### src/rtl/sam_vid_pkg.sv
// Shared types and constants for the SAMCoupe video prefetch stage.
// SETTLE_CYCLES_DEF is also the figure quoted on the SDRAM controller side.
package sam_vid_pkg;
  localparam int ADDR_W            = 25;
  localparam int WORD_W            = 16;
  localparam int SETTLE_CYCLES_DEF = 32;

  typedef enum logic [1:0] {
    IDLE    = 2'd0,
    ISSUE   = 2'd1,
    WAIT    = 2'd2,
    CAPTURE = 2'd3
  } fetch_state_t;
endpackage

### src/rtl/sam_vid_fetch_fifo.sv
// Synchronous word FIFO feeding the pixel shifter; head is read combinationally
// from registered storage and forced to zero while empty.
module vid_fifo #(
  parameter int DEPTH = 8,
  parameter int WIDTH = 16
) (
  input  logic                     clk,
  input  logic                     reset_n,
  input  logic                     push,
  input  logic [WIDTH-1:0]         push_data,
  input  logic                     pop,
  input  logic                     flush,
  output logic [WIDTH-1:0]         head,
  output logic [$clog2(DEPTH):0]   count,
  output logic                     full,
  output logic                     empty
);
  localparam int AW = $clog2(DEPTH);

  logic [WIDTH-1:0] mem_r [DEPTH];
  logic [AW-1:0]    wr_ptr_r;
  logic [AW-1:0]    rd_ptr_r;
  logic [AW:0]      count_r;
  logic             do_push_s;
  logic             do_pop_s;

  assign empty     = (count_r == (AW+1)'(0));
  assign full      = (count_r == (AW+1)'(DEPTH));
  assign do_pop_s  = pop & ~empty;
  // A push into a full FIFO is only taken when the head leaves the same cycle.
  assign do_push_s = push & (~full | do_pop_s);
  assign head      = empty ? {WIDTH{1'b0}} : mem_r[rd_ptr_r];
  assign count     = count_r;

  // Pointer and occupancy tracking; flush overrides any push/pop.
  always_ff @(posedge clk or negedge reset_n) begin
    if (!reset_n) begin
      wr_ptr_r <= AW'(0);
      rd_ptr_r <= AW'(0);
      count_r  <= (AW+1)'(0);
    end else if (flush) begin
      wr_ptr_r <= AW'(0);
      rd_ptr_r <= AW'(0);
      count_r  <= (AW+1)'(0);
    end else begin
      if (do_push_s) wr_ptr_r <= wr_ptr_r + AW'(1);
      if (do_pop_s)  rd_ptr_r <= rd_ptr_r + AW'(1);
      if (do_push_s && !do_pop_s)      count_r <= count_r + (AW+1)'(1);
      else if (do_pop_s && !do_push_s) count_r <= count_r - (AW+1)'(1);
      else                             count_r <= count_r;
    end
  end

  // Word storage.
  always_ff @(posedge clk) begin
    if (do_push_s && !flush) mem_r[wr_ptr_r] <= push_data;
  end
endmodule

### src/rtl/sam_vid_fetch.sv
// Video line prefetcher: issues address pairs to the SDRAM video ports, waits a
// fixed settle time (no data strobe exists) and pushes both words into the FIFO.
module sam_vid_fetch
  import sam_vid_pkg::*;
#(
  parameter int WORDS_PER_LINE = 64,
  parameter int SETTLE_CYCLES  = SETTLE_CYCLES_DEF,
  parameter int FIFO_DEPTH     = 8
) (
  input  logic              clk,
  input  logic              reset_n,
  input  logic              line_start,
  input  logic [ADDR_W-1:0] line_base,
  output logic [ADDR_W-1:0] vid_addr1,
  output logic [ADDR_W-1:0] vid_addr2,
  input  logic [WORD_W-1:0] vid_data1,
  input  logic [WORD_W-1:0] vid_data2,
  input  logic              pix_rd,
  output logic [WORD_W-1:0] pix_data,
  output logic              pix_valid,
  output logic              line_done
);
  localparam int RW = $clog2(WORDS_PER_LINE + 1);
  localparam int SW = $clog2(SETTLE_CYCLES + 1);
  localparam int CW = $clog2(FIFO_DEPTH) + 1;

  fetch_state_t      state_r, state_s;
  logic              phase_r, abort_r;
  logic [ADDR_W-1:0] base_r, pending_r, new_base_s;
  logic [RW-1:0]     remaining_r;
  logic [SW-1:0]     settle_r;
  logic [CW-1:0]     fifo_count;
  logic              fifo_full, fifo_empty;
  logic              free_ok_s, last_pair_s;
  logic              restart_s, issue_s, abort_now_s, record_s, push_s, flush_s, done_s;
  logic [WORD_W-1:0] push_data_s;

  assign new_base_s  = line_base & ~ADDR_W'(1);
  assign free_ok_s   = ~fifo_full & (fifo_count <= CW'(FIFO_DEPTH - 2));
  assign last_pair_s = (remaining_r == RW'(2));
  assign pix_valid   = ~fifo_empty;

  // State register.
  always_ff @(posedge clk or negedge reset_n) begin
    if (!reset_n) state_r <= IDLE;
    else          state_r <= state_s;
  end

  // Next-state logic; a pending restart leaves CAPTURE for ISSUE, not IDLE.
  always_comb begin
    state_s = state_r;
    case (state_r)
      IDLE:    if (line_start) state_s = ISSUE; else state_s = IDLE;
      ISSUE:   if (line_start) state_s = ISSUE;
               else if (free_ok_s) state_s = WAIT;
               else state_s = ISSUE;
      WAIT:    if (settle_r == SW'(0)) state_s = CAPTURE; else state_s = WAIT;
      CAPTURE: if (!phase_r) state_s = CAPTURE;
               else if (line_start || abort_r || !last_pair_s) state_s = ISSUE;
               else state_s = IDLE;
      default: state_s = IDLE;
    endcase
  end

  // Control decode. Once a restart is recorded the in-flight pair is never pushed.
  always_comb begin
    restart_s   = 1'b0;
    issue_s     = 1'b0;
    abort_now_s = 1'b0;
    record_s    = 1'b0;
    push_s      = 1'b0;
    done_s      = 1'b0;
    push_data_s = phase_r ? vid_data2 : vid_data1;
    case (state_r)
      IDLE:    restart_s = line_start;
      ISSUE: begin
        restart_s = line_start;
        issue_s   = ~line_start & free_ok_s;
      end
      WAIT:    record_s = line_start;
      CAPTURE: begin
        push_s = ~line_start & ~abort_r;
        if (phase_r) begin
          abort_now_s = line_start | abort_r;
          done_s      = last_pair_s & ~abort_r;
        end else begin
          record_s = line_start;
        end
      end
      default: restart_s = 1'b0;
    endcase
    flush_s = restart_s | abort_now_s;
  end

  // Line base, pending restart base and remaining-word count.
  always_ff @(posedge clk or negedge reset_n) begin
    if (!reset_n) begin
      base_r      <= ADDR_W'(0);
      pending_r   <= ADDR_W'(0);
      remaining_r <= RW'(0);
      abort_r     <= 1'b0;
    end else if (restart_s) begin
      base_r      <= new_base_s;
      remaining_r <= RW'(WORDS_PER_LINE);
      abort_r     <= 1'b0;
    end else if (abort_now_s) begin
      base_r      <= line_start ? new_base_s : pending_r;
      remaining_r <= RW'(WORDS_PER_LINE);
      abort_r     <= 1'b0;
    end else if (record_s) begin
      pending_r <= new_base_s;
      abort_r   <= 1'b1;
    end else if (state_r == CAPTURE && phase_r) begin
      base_r      <= base_r + ADDR_W'(4);
      remaining_r <= remaining_r - RW'(2);
    end else begin
      base_r <= base_r;
    end
  end

  // Registered video addresses, settle timer, capture phase and done pulse.
  always_ff @(posedge clk or negedge reset_n) begin
    if (!reset_n) begin
      vid_addr1 <= ADDR_W'(0);
      vid_addr2 <= ADDR_W'(2);
      settle_r  <= SW'(0);
      phase_r   <= 1'b0;
      line_done <= 1'b0;
    end else begin
      if (issue_s) begin
        vid_addr1 <= base_r;
        vid_addr2 <= base_r + ADDR_W'(2);
        settle_r  <= SW'(SETTLE_CYCLES - 1);
      end else if (state_r == WAIT && settle_r != SW'(0)) begin
        settle_r <= settle_r - SW'(1);
      end else begin
        settle_r <= settle_r;
      end
      phase_r   <= (state_r == CAPTURE) ? ~phase_r : 1'b0;
      line_done <= done_s;
    end
  end

  vid_fifo #(.DEPTH(FIFO_DEPTH), .WIDTH(WORD_W)) u_fifo (
    .clk       (clk),
    .reset_n   (reset_n),
    .push      (push_s),
    .push_data (push_data_s),
    .pop       (pix_rd),
    .flush     (flush_s),
    .head      (pix_data),
    .count     (fifo_count),
    .full      (fifo_full),
    .empty     (fifo_empty)
  );
endmodule
### config.mk
export PLATFORM = sky130hd
export DESIGN_NAME = sam_vid_fetch
export DESIGN_NICKNAME = d
export VERILOG_FILES = /design/src/rtl/sam_vid_pkg.sv /design/src/rtl/sam_vid_fetch_fifo.sv /design/src/rtl/sam_vid_fetch.sv
export SDC_FILE = /design/constraint.sdc
export NUM_CORES = 1
export LEC_CHECK = 0
export CELL_PAD_IN_SITES_DETAIL_PLACEMENT = 2
export CELL_PAD_IN_SITES_GLOBAL_PLACEMENT = 2
export CORE_ASPECT_RATIO = 0.8
export CORE_UTILIZATION = 25
export DETAILED_ROUTE_END_ITERATION = 16
export PLACE_DENSITY_LB_ADDON = 0.1
export SLEW_MARGIN = 10
export SYNTH_ARGS = -nofsm -noshare
export SYNTH_HDL_FRONTEND = slang
export SYNTH_SLANG_ARGS = --single-unit
### constraint.sdc
create_clock -name clk -period 7.3 [get_ports clk]
set_clock_uncertainty 0.1 [all_clocks]
set_input_delay 1.46 -clock clk [delete_from_list [all_inputs] [get_ports clk]]
set_output_delay 1.46 -clock clk [all_outputs]
set_load 0.01 [all_outputs]
---- After elaboration in Yosys (flattened, before gate mapping) ----
Memory sizes are Yosys's and may differ from the RTL's.
Cells that the tools add are included.
cells by class
  $add $sub $neg .......................... 8
  magnitude comparators ................... 1
  eq/ne operators ......................... 6
  multiplexer cells ....................... 42
  bitwise logic cells ..................... 16
  reduce and logical (&&, ||, !) cells .... 24
operators with widths
  cell                                                                 count
  25-bit 2-to-1 mux                                                    5
  16-bit 2-to-1 mux                                                    2
  7-bit 2-to-1 mux                                                     4
  25-bit by 2-bit adder with 25-bit output (second input constant)     1
  25-bit by 3-bit adder with 25-bit output (second input constant)     1
  1-bit 2-to-1 mux                                                     17
  3-bit 2-to-1 mux                                                     4
  4-bit 2-to-1 mux                                                     3
  6-bit 2-to-1 mux                                                     2
  3-bit nonzero test                                                   3
  2-bit case mux with 4 select lines                                   1
  7-bit by 2-bit == test with 1-bit output (second input constant)     1
  1-bit inverter                                                       7
  7-bit by 2-bit subtractor with 7-bit output (second input constant)  1
  3-bit by 1-bit adder with 3-bit output (second input constant)       2
  1-bit bitwise AND                                                    6
  6-bit zero test                                                      1
  2-bit 2-to-1 mux                                                     3
  2-bit nonzero test                                                   3
  6-bit nonzero test                                                   1
  6-bit by 1-bit subtractor with 6-bit output (second input constant)  1
  1-bit logical AND                                                    5
  4-bit by 1-bit adder with 4-bit output (second input constant)       1
  2-bit == test (second input constant)                                2
  14 further kinds                                                     20
storage, ports and cells
  flip-flop bits (word level) ............. 127
  RAM bits ................................ 128
  input port bits ......................... 61
  output and inout bits ................... 68
  word-level logic and storage cells ...... 111
  memories ................................ 1
memory list
  name          depth  bits a word  read ports  clocked after Yosys merged registers in  wr ports  RTL line                  text
  u_fifo.mem_r  8      16           1           0                                        1         sam_vid_fetch_fifo.sv:20  logic [WIDTH-1:0] mem_r [DEPTH];

---- Logic depth before layout (Yosys ltp) ----
  word-level depth ........................ 10
  mapped depth ............................ 11

---- Hierarchy ----
A second synthesis with hierarchy kept.
second synthesis, totals
  cells, all modules ...................... 875
  area, all modules ....................... 11526.1 µm²
modules (own cells, without submodules)
  module         instances  cells an instance  area an instance (µm²)  sequential area each (µm²)
  sam_vid_fetch  1          588                5903.2                  2829.0
  vid_fifo       1          287                5622.9                  4093.9

---- Least setup slack after synthesis ----
Ideal clock, no wire load.
  kind .................................... input to register
  start ................................... in line_start
  end ..................................... mem u_fifo.mem_r[2][0], enable pin
  setup time .............................. 436 ps
  arrival ................................. 4010 ps
  slack ................................... 2754 ps
  cell stages on the path ................. 4
  path buffers ............................ 1
  cell sequence ........................... buf_2 > and4bb_4 > a21bo_4 > nor4b_1
between the ends
  longest elaborated chain between the ends .. 8
RTL lines
  element                                     RTL line                  text
  start: declaration                          sam_vid_fetch.sv:12       input logic line_start,
  1-bit bitwise OR                            sam_vid_fetch.sv:84       abort_now_s = line_start | abort_r;
  1-bit 2-to-1 mux                            sam_vid_fetch.sv:83       if (phase_r) begin
  1-bit 2-to-1 mux                            sam_vid_fetch.sv:74       case (state_r)
  1-bit bitwise OR                            sam_vid_fetch.sv:92       flush_s = restart_s | abort_now_s;
  1-bit zero test                             sam_vid_fetch_fifo.sv:56  if (do_push_s && !flush) mem_r[wr_ptr_r] <= push_data;
  1-bit logical AND (*)                       sam_vid_fetch_fifo.sv:56
  1-bit 2-to-1 mux (*)                        sam_vid_fetch_fifo.sv:56
  1-bit 2-to-1 mux (not written as such) (*)  sam_vid_fetch_fifo.sv:56
  end: declaration                            sam_vid_fetch_fifo.sv:20
Every way passes the cells marked *; elsewhere a longest branch is shown, timed or not.

---- Final worst setup path ----
  start ................................... reg u_fifo.rd_ptr_r[0]
  end ..................................... out pix_data[7]
between the ends
  longest elaborated chain between the ends .. 2
RTL lines
  element                   RTL line                  text
  start: declaration        sam_vid_fetch_fifo.sv:22  logic [AW-1:0] rd_ptr_r;
  start signal: assignment  sam_vid_fetch_fifo.sv:47  if (do_pop_s) rd_ptr_r <= rd_ptr_r + AW'(1);
  memory read 8 x 16 bit    n/a
  16-bit 2-to-1 mux         sam_vid_fetch_fifo.sv:32  assign head = empty ? {WIDTH{1'b0}} : mem_r[rd_ptr_r];
  end: declaration          sam_vid_fetch.sv:19       output logic [WORD_W-1:0] pix_data,
No other way between the ends.

==> qor.txt <==
CTS tree - built
Adder-cell share of the synthesized area - 0.0115
Pwr/cell area - 406 nW/um^2
Initial Util - 0.256
Cells after DPL - 1532
Share of layout cells above drive strength 1 - 0.182
CTS buffer count - 30
GR Util met3 - 0.0228
Slew @ Worst Pin - 1110 ps
Die area - 46800 sq um
Initial drt markers - 304
Chip width - 242 microns
First-pass GRT wire length - 53900 microns
Worst Path Arrival - 2940 ps
Dpl ws - 2650 ps
Crit path required time - 5740 ps
Post-route insts no fill - 1588
Via count - 7420
Peak VDD IR - 0.000161 V
# nets final - 1032
Post-CTS Resized - 0
Final Instance Area - 14400 sq um
Hold Buf Count CTS - 0
Ys Warns - 0
Area share of xor/xnor cells in the synthesized design - 0.0343
Ys flop type - edfxtp_1
Largest family of logic cells by synthesized area - multiplexers
Setup Crit Path Kind - reg2out
Placer Congestion - 0.722
Synth top area cells - edfxtp_1 33%, dfrtp_1 27%, mux4_2 6.3%
Met1 Use GR - 0.234
Cells after Synth - 845
Drt pass-1 iters - 4
Layout area overhead - 25.3%
Hpwl dp - 22900 microns
Status - complete, no violations
Crit path launch type - register
P_leak - 5.18 nW
Hold slack - 384 ps
Standard-cell row count - 69
Largest area contributor in the netlist - edfxtp_1
Critical Path Sink Type - output pin
Final Max Tran Viols - 0
Most common cell after layout, fill and taps aside - edfxtp_1
Fill count - 4695
DP Area - 13400 sq um
TritonCTS Sinks - 251
Die height - 194 microns
Max-slew headroom - 0.257
Busiest grt layer - met1
Final worst slack - 2800 ps
Min Tclk post-route - 4500 ps
Number of max-cap violations - 0
CTS max path bufs - 3
Compound-Gate Fraction of Synth Area - 0.0700
Register area share after synthesis - 0.603
Post-route ant nets - 0
Post-synthesis mux area share - 0.151
Post-Syn Area - 11500 sq um
Vias in the first global route - 8196
Number of remaining DRC errors - 0
PortBufs - 125
Largest net degree at the start of global routing - 82
Setup violation total in the final timing report - 0
Largest fanout on the critical path - 32
Clock latency at the later pin of the worst-skew pair - 570 ps
Initial antenna violation count - 1
Via density - 4.67
Post-synth EDFFs - 128
Met2 usage - 0.219
H-tree lvl count - 1
Clk slew on worst S/H paths - 60 ps
Setup tns final - 0 ps
Async set-or-reset flop fraction in the synthesized netlist - 0.490
Routed WL - 34700 microns
# Post-CTS Setup Buffers - 0
Simple-gate area share of the yosys netlist - 0.101
Cell variety after synth - 75
Final hold violations - 0
Synth top area share - 0.335
GRT Residual Overflow - 0
Final worst-path cycle share - 0.616
Flop and latch count out of synthesis - 251
Achievable Freq - 222 MHz
Total track usage - 0.151
Mean Syn Cell Area - 13.6 sq um
Root buf cell - clkbuf_16
Core area - 44900 sq um
IO Pins - 129
RSZ-0062 raised after global routing - no
Most frequent cells in the layout - 128 x edfxtp_1, 124 x clkdlybuf4s50_1, 120 x dfrtp_1
Average routed wire per standard cell - 21.9 microns
Worst Hold Class - reg2reg
[layout make-up]
type / instances / area [sq um] / share of cell area
Sequential cell: 251 / 6930 / 0.481
Multi-Input combinational cell: 526 / 4300 / 0.299
Timing Repair Buffer: 138 / 1350 / 0.0938
Clock buffer: 40 / 830 / 0.0576
Tap cell: 603 / 754 / 0.0524
Clock inverter: 15 / 175 / 0.0122
Inverter: 14 / 52.6 / 0.00365
Antenna cell: 1 / 2.50 / 0.000174
[per-stage QoR]
step,total power [mW],utilization
floorplan,3.45,-
global placement,4.34,0.298
detailed placement,4.39,0.298
CTS,5.96,0.320
global route,6.21,0.320
finish,5.84,0.321
[critical path, cell delays in order, from the launching register on]
cell and delay (ps):
dfrtp_2 390, buf_4 540, mux4_2 620, mux2i_1 180, nor2_1 60, clkdlybuf4s50_1 500
[synth_stat cells, types with 5 or more instances]
cell type and number:
nor4_1 6, and3_1 7, nand2_1 76, nand3_1 27, mux2i_1 20, clkbuf_1 18
ha_1 9, buf_4 5, a21oi_1 20, inv_1 12, dfrtp_1 122, nor3_1 9
and2_1 7, a211oi_1 6, mux2_2 41, o22ai_1 6, a22oi_1 7, mux4_2 32
nand4_1 14, and4_1 7, nor2_1 50, xnor2_1 20, mux2_4 22, o21ai_0 43
xor2_1 25, buf_2 22, edfxtp_1 128
[flip-flops by register name (all words and copies together), names as in the netlist, 4 cells and up]
| register | count |
|---|---|
| base_r | 24 |
| vid_addr2 | 24 |
| remaining_r | 6 |
| pending_r | 24 |
| settle_r | 6 |
| u_fifo.count | 4 |
| vid_addr1 | 24 |
| u_fifo.mem_r | 128 |
[layer usage]
layer  part of all wire  up-vias
li1                   -     3404
met1               0.53     3881
met2               0.43       95
met3              0.029       40
met4              0.019        0
met5                  0        -
[cell families after synthesis]
| logic type | count (synthesis) |
|---|---|
| AOI/OAI and AO/OA | 122 |
| xor gates and xnor gates | 45 |
| adders and majority gates | 10 |
| buffers and inverters | 69 |
| DFF | 251 |
| muxes | 116 |
| other | 1 |
| and+or+nand+nor | 231 |
[worst paths after layout]
path                                    startpoint                  to  slack, ps  cells past startpoint
min in group asynchronous                  reset_n        vid_addr1[3]        840                      1
max in group asynchronous                  reset_n  u_fifo.rd_ptr_r[1]       4990                      2
worst max register to register     u_fifo.count[1]     u_fifo.count[3]       3930                     11
worst max-delay path            u_fifo.rd_ptr_r[0]         pix_data[7]       2800                      5
worst min register to register       vid_addr2[24]       vid_addr2[24]        380                      2
worst min-delay path                 vid_addr2[24]       vid_addr2[24]        380                      2
[power breakdown]
group | internal (mW) | switching, mW | leakage (nW) | total (mW)
clock network | 0.933 | 0.603 | 0.489 | 1.54
registers | 1.88 | 0.427 | 2.66 | 2.31
logic | 1.02 | 0.981 | 2.03 | 2.00
Note: power is estimated with default switching activity, not from simulation.
